$ cat src/rtl/acc_cpu_core.sv
// Accumulator CPU stepping fetch/wait/exec over a synchronous ROM; step-to-retire = 2+IMEM_LAT clk.
// run_en=0 freezes the step prescaler only; an instruction already in flight still completes.
module acc_cpu_core #(
    parameter int DATA_W    = 4,
    parameter int ADDR_W    = 5,
    parameter int INSTR_W   = 8,
    parameter int LAST_ADDR = 14,
    parameter int IMEM_LAT  = 1,
    parameter int STEP_DIV  = 10_000_000
) (
    input  logic               clk,
    input  logic               rst_n,
    input  logic               run_en,
    output logic [ADDR_W-1:0]  imem_addr,
    input  logic [INSTR_W-1:0] imem_data,
    output logic [DATA_W-1:0]  acc,
    output logic [ADDR_W-1:0]  pc,
    output logic               flag_z,
    output logic               flag_n,
    output logic               flag_c,
    output logic               halted,
    output logic               retire,
    output logic [6:0]         seg
);
    localparam int IMM_W  = INSTR_W - 3;
    localparam int DIV_W  = $clog2(STEP_DIV);
    localparam int WAIT_W = (IMEM_LAT > 2) ? $clog2(IMEM_LAT) : 1;
    localparam logic [ADDR_W-1:0] LAST_PC   = ADDR_W'(LAST_ADDR);
    localparam logic [DIV_W-1:0]  DIV_LAST  = DIV_W'(STEP_DIV - 1);
    localparam logic [WAIT_W-1:0] WAIT_INIT = WAIT_W'(IMEM_LAT - 1);

    typedef enum logic [2:0] {S_IDLE, S_FETCH, S_WAIT, S_EXEC, S_HALT} state_t;

    state_t              r_state, w_state_nxt;
    logic [1:0]          r_rst_sync;
    logic                w_rst_n;
    logic [DIV_W-1:0]    r_div;
    logic                w_div_last, w_step;
    logic [WAIT_W-1:0]   r_wait;
    logic [ADDR_W-1:0]   r_imem_addr, r_pc;
    logic [DATA_W-1:0]   r_acc;
    logic                r_z, r_n, r_c, r_halted, r_retire;

    logic [2:0]          w_op;
    logic [IMM_W-1:0]    w_imm;
    logic [DATA_W-1:0]   w_imm_d, w_diff, w_acc_nxt;
    logic [DATA_W:0]     w_sum;
    logic [ADDR_W-1:0]   w_tgt_raw, w_tgt, w_pc_inc, w_pc_nxt;
    logic                w_z_nxt, w_n_nxt, w_c_nxt, w_halt_nxt;
    logic [6:0]          w_seg;

    // Reset asserts immediately but releases two clocks later, aligned to clk.
    always_ff @(posedge clk or negedge rst_n) begin
        if (!rst_n) r_rst_sync <= 2'b00;
        else        r_rst_sync <= {r_rst_sync[0], 1'b1};
    end
    assign w_rst_n = r_rst_sync[1];

    assign w_div_last = (r_div == DIV_LAST);
    assign w_step     = run_en & w_div_last;

    always_ff @(posedge clk or negedge w_rst_n) begin
        if (!w_rst_n)    r_div <= '0;
        else if (run_en) r_div <= w_div_last ? '0 : r_div + 1'b1;
    end

    always_ff @(posedge clk or negedge w_rst_n) begin
        if (!w_rst_n) r_state <= S_IDLE;
        else          r_state <= w_state_nxt;
    end

    always_comb begin
        w_state_nxt = r_state;
        case (r_state)
            S_IDLE:  if (w_step && !r_halted) w_state_nxt = S_FETCH;
            S_FETCH: w_state_nxt = S_WAIT;
            S_WAIT:  if (r_wait == '0) w_state_nxt = S_EXEC;
            S_EXEC:  w_state_nxt = w_halt_nxt ? S_HALT : S_IDLE;
            default: w_state_nxt = S_HALT;
        endcase
    end

    assign w_op      = imem_data[INSTR_W-1:INSTR_W-3];
    assign w_imm     = imem_data[IMM_W-1:0];
    assign w_imm_d   = DATA_W'(w_imm);
    assign w_tgt_raw = ADDR_W'(w_imm);
    assign w_tgt     = (w_tgt_raw > LAST_PC) ? '0 : w_tgt_raw;
    assign w_pc_inc  = (r_pc == LAST_PC) ? '0 : r_pc + 1'b1;
    assign w_sum     = {1'b0, r_acc} + {1'b0, w_imm_d};
    assign w_diff    = r_acc - w_imm_d;

    always_comb begin
        w_acc_nxt  = r_acc;
        w_pc_nxt   = w_pc_inc;
        w_z_nxt    = r_z;
        w_n_nxt    = r_n;
        w_c_nxt    = r_c;
        w_halt_nxt = 1'b0;
        case (w_op)
            3'd0: ;
            3'd1: begin
                w_acc_nxt = w_imm_d;
                w_z_nxt   = (w_imm_d == '0);
                w_n_nxt   = 1'b0;
                w_c_nxt   = 1'b0;
            end
            3'd2: begin
                {w_c_nxt, w_acc_nxt} = w_sum;
                w_z_nxt = (w_sum[DATA_W-1:0] == '0);
                w_n_nxt = 1'b0;
            end
            3'd3: begin
                w_acc_nxt = w_diff;
                w_n_nxt   = (r_acc < w_imm_d);
                w_z_nxt   = (w_diff == '0);
                w_c_nxt   = 1'b0;
            end
            3'd4: w_pc_nxt = w_tgt;
            3'd5: w_pc_nxt = r_n ? w_tgt : w_pc_inc;
            3'd6: w_pc_nxt = r_z ? w_tgt : w_pc_inc;
            default: begin
                w_pc_nxt   = r_pc;
                w_halt_nxt = 1'b1;
            end
        endcase
    end

    always_ff @(posedge clk or negedge w_rst_n) begin
        if (!w_rst_n) begin
            r_imem_addr <= '0;
            r_wait      <= '0;
            r_pc        <= '0;
            r_acc       <= '0;
            r_z         <= 1'b0;
            r_n         <= 1'b0;
            r_c         <= 1'b0;
            r_halted    <= 1'b0;
            r_retire    <= 1'b0;
        end else begin
            r_retire <= 1'b0;
            case (r_state)
                S_FETCH: begin
                    r_imem_addr <= r_pc;
                    r_wait      <= WAIT_INIT;
                end
                S_WAIT: if (r_wait != '0) r_wait <= r_wait - 1'b1;
                S_EXEC: begin
                    r_retire <= 1'b1;
                    r_acc    <= w_acc_nxt;
                    r_pc     <= w_pc_nxt;
                    r_z      <= w_z_nxt;
                    r_n      <= w_n_nxt;
                    r_c      <= w_c_nxt;
                    if (w_halt_nxt) r_halted <= 1'b1;
                end
                default: ;
            endcase
        end
    end

    // Active-low segments, bit 6 = a ... bit 0 = g.
    always_comb begin
        w_seg = 7'b1111111;
        case (r_acc[3:0])
            4'h0: w_seg = 7'b0000001;
            4'h1: w_seg = 7'b1001111;
            4'h2: w_seg = 7'b0010010;
            4'h3: w_seg = 7'b0000110;
            4'h4: w_seg = 7'b1001100;
            4'h5: w_seg = 7'b0100100;
            4'h6: w_seg = 7'b0100000;
            4'h7: w_seg = 7'b0001111;
            4'h8: w_seg = 7'b0000000;
            4'h9: w_seg = 7'b0000100;
            4'hA: w_seg = 7'b0001000;
            4'hB: w_seg = 7'b1100000;
            4'hC: w_seg = 7'b0110001;
            4'hD: w_seg = 7'b1000010;
            4'hE: w_seg = 7'b0110000;
            default: w_seg = 7'b0111000;
        endcase
    end

    assign imem_addr = r_imem_addr;
    assign acc       = r_acc;
    assign pc        = r_pc;
    assign flag_z    = r_z;
    assign flag_n    = r_n;
    assign flag_c    = r_c;
    assign halted    = r_halted;
    assign retire    = r_retire;
    assign seg       = w_seg;
endmodule
$ cat config.mk
export PLATFORM = sky130hd
export DESIGN_NAME = acc_cpu_core
export DESIGN_NICKNAME = d
export VERILOG_FILES = /design/src/rtl/acc_cpu_core.sv
export SDC_FILE = /design/constraint.sdc
export NUM_CORES = 1
export LEC_CHECK = 0
export CELL_PAD_IN_SITES_DETAIL_PLACEMENT = 0
export CELL_PAD_IN_SITES_GLOBAL_PLACEMENT = 1
export CORE_MARGIN = 2
export CORE_UTILIZATION = 46
export CTS_CLUSTER_DIAMETER = 50
export DETAILED_ROUTE_END_ITERATION = 10
export PLACE_DENSITY = 0.95
export SLEW_MARGIN = 10
export SYNTH_ARGS = -nofsm -noshare
export SYNTH_HDL_FRONTEND = slang
export SYNTH_SLANG_ARGS = --single-unit
$ cat constraint.sdc
create_clock -name clk -period 4.3 [get_ports clk]
set_input_delay 1.29 -clock clk [delete_from_list [all_inputs] [get_ports clk]]
set_output_delay 1.29 -clock clk [all_outputs]
set_load 0.005 [all_outputs]
==> flow_metrics.env <==
export IMPL_routabilityCongestion=0.823
export IMPL_comb_power_share_pct=19.6
export IMPL_cp_required_ns=3.01
export IMPL_setup_viol=0
export IMPL_clock_tree_root_cell="clkbuf_8"
export IMPL_drt_iter0_markers=172
export IMPL_grt_pass1_vias=2369
export IMPL_hold_slack_ns=0.366
export IMPL_worstHoldPathType="flip-flop to flip-flop"
export IMPL_internal_power_w=0.000703
export IMPL_met1_length_um=2840
export IMPL_yosys_warnings=0
export IMPL_vias_per_cell=5.52
export IMPL_io_pins=37
export IMPL_cts_tree="done"
export IMPL_post_place_ws_ns=0.789
export IMPL_cts_sinks=48
export IMPL_dieArea_um2=7000
export IMPL_clock_fmax_mhz=277
export IMPL_port_buffers=36
export IMPL_layout_nets=375
export IMPL_core_um2=6240
export IMPL_multi_input_area_um2=1590
export IMPL_crit_path_top_delay_cell="dfrtp_1"
export IMPL_grt_total_usage_pct=18.2
export IMPL_leakage_nw=1.50
export IMPL_grt_overflow_total=0
export IMPL_synth_edf_count=0
export IMPL_final_common_cell="dfrtp_1"
export IMPL_drc=0
export IMPL_synthCells=310
export IMPL_register_area_um2=1200
export IMPL_critPathMaxFanout=9
export IMPL_setup_slack_ns=0.692
export IMPL_synth_fp_nets=340
export IMPL_worstSkewPairLatency_ns=0.30
export IMPL_area_growth_pct=17.7
export IMPL_switching_power_w=0.000308
export IMPL_cts_made_buffers=5
export IMPL_path_common_cell="inv_1"
export IMPL_status="complete, no violations"
export IMPL_top_layer="met4"
export IMPL_async_flop_share_pct=100
export IMPL_synth_cell_types=54
export IMPL_antenna_found_initial=0
export IMPL_grt_max_degree=47
export IMPL_start_util_pct=46.8
export IMPL_cts_hold_buf=0
export IMPL_cts_setup_buffers=0
export IMPL_slew_headroom_pct=35.0
export IMPL_report_final_slew_viol_count=0
export IMPL_synth_ff_type="dfrtp_1"
export IMPL_rows=29
export IMPL_antenna_left=0
export IMPL_power_density_nw_per_um2=294
export IMPL_start_kind="flip-flop"
export IMPL_wl_met3_um=179
export IMPL_max_stage_delay_ns=0.53
export IMPL_grt_pass1_wl_um=10700
export IMPL_chipHeight_um=83.7
export IMPL_cp_end_kind="output pin"
export IMPL_dr_wl_met2_um=2880
export IMPL_final_hold_violation_count=0
export IMPL_period_minus_slack_ns=3.61
export IMPL_hpwlAfterDp_um=4410
export IMPL_wl_um=5990
export IMPL_finClkSkew_ns=0.0121
export IMPL_antennaDiodeCount=0
export IMPL_htree_levels=2
export IMPL_tightest_slew_ns=0.974
export IMPL_post_synth_instance_area_um2=2920
export IMPL_path_class="flip-flop to output pin"
export IMPL_avgSynthCellArea_um2=9.42
export IMPL_p_seq_share_pct=53.4
export IMPL_maxCapViolCount=0
export IMPL_wl_per_cell_um=14.2
export IMPL_layout_drive_gt1_share_pct=6.36
export IMPL_rsz0062_at_grt="no"
export IMPL_ir_drop_uv=222
export IMPL_die_x_um=83.7
export IMPL_fillCellCount=572
export IMPL_drt_pass1_iterations=4
export IMPL_layout_common_cells="47 x dfrtp_1, 36 x clkdlybuf4s50_1, 32 x nor2_1"
export IMPL_swShare_pct=30.5
export IMPL_worstPathArrival_ns=2.32
export IMPL_num_vias=2337
export IMPL_cts_resized=0
export IMPL_clockBufferDepth=2
export IMPL_clock_power_share_pct=27.0
export IMPL_fin_crit_sh_pct=83.9
export IMPL_clkSlewWorstSetupHoldPaths_ns=0.10
export IMPL_cp_cell_sequence="inv_1 -> ha_1 -> inv_1 -> mux4_2 -> clkdlybuf4s50_1"
export IMPL_synth_seq_cells=48
export IMPL_ys_seq_area_share_pct=41.1
export IMPL_fin_setup_tns_ns=0
-- cell type report --
class / count / share of cell area, %
multi-input combinational: 230 / 46.4
sequential: 48 / 35.0
timing repair buffer: 37 / 10.7
tap: 77 / 2.80
inverter: 23 / 2.51
clock buffer: 5 / 2.00
clock inverter: 3 / 0.619
-- worst max-delay path, delay by kind of cell (launching register included) --
kind | cells | cell delay (ns)
flops | 1 | 0.53
mux | 1 | 0.43
fa+ha+maj | 1 | 0.34
buf+inv | 3 | 0.72
-- cell usage after synthesis, drive strengths merged, types with 4 or more instances --
cell    number  area share (%)
nand3       13             2.2
nand4        6             1.5
nor2        32             4.1
a21oi        7             1.2
mux2i        4             1.4
o22ai        5             1.1
inv         22             2.8
xor2         9             2.7
xnor2       17             5.1
nor2b        8             1.7
dfrtp       48              41
clkbuf       5            0.64
and4         5             1.5
ha          17             7.3
o21ai       18             3.1
nor3         9             1.5
mux2         5             1.9
buf          4            0.73
nand2       25             3.2
nor4         7             2.0
-- final timing paths --
kind                               start             to  slack (ns)  cells past startpoint
setup / recovery                  acc[1]         seg[3]        0.69                      5
hold reg to reg            r_rst_sync[0]  r_rst_sync[1]        0.37                      0
max in group asynchronous          rst_n  r_rst_sync[1]        3.04                      1
hold / removal             r_rst_sync[0]  r_rst_sync[1]        0.37                      0
min in group asynchronous  r_rst_sync[1]     r_state[1]        0.43                      0
setup reg to reg                  acc[0]         flag_z        2.04                      7
-- power by group through the flow --
stage / combinational, W / sequential, W / clock [W]
2_1_floorplan: 0.000134 / 0.000534 / 0
3_3_place_gp: 0.000191 / 0.000548 / 0
3_5_place_dp: 0.000197 / 0.000548 / 0
4_1_cts: 0.000198 / 0.000539 / 0.000284
5_1_grt: 0.000224 / 0.000549 / 0.000300
6_report: 0.000199 / 0.000539 / 0.000273
-- metal layers --
metal,global-route usage (%),up-vias
li1,-,1151
met1,24.9,1119
met2,29.9,59
met3,2.27,8
met4,6.45,0
met5,0,-
-- kinds of logic (layout without fill, tap and decap cells) --
logic type | count (synthesis) | count (layout) | synth area share [%]
and+or+nand+nor | 125 | 125 | 23.0
AOI/OAI and AO/OA | 49 | 49 | 10.9
DFF | 48 | 48 | 41.1
buffers and inverters | 32 | 68 | 4.33
xor gates and xnor gates | 26 | 26 | 7.80
adders and majority gates | 19 | 19 | 8.65
muxes | 10 | 10 | 4.07
other | 1 | 1 | 0.128
-- sequential cells by signal (all words and copies together) (netlist names) --
name        cells
pc              5
flag_c          1
retire          1
flag_z          1
flag_n          1
halted          1
imem_addr       5
acc             4
r_div          24
r_rst_sync      2
r_state         3
-- per-stage QoR --
| step | instance area [µm²] | total power (W) | instances | utilization (%) |
|---|---|---|---|---|
| floorplan | 2920 | 0.000668 | 310 | - |
| global placement | 3350 | 0.000739 | 415 | 53.6 |
| detailed placement | 3350 | 0.000746 | 415 | 53.6 |
| CTS | 3440 | 0.00102 | 423 | 55.1 |
| global route | 3440 | 0.00107 | 423 | 55.1 |
| finish | 3440 | 0.00101 | 423 | 55.1 |
No activity file was read; power rests on OpenSTA's default activity.
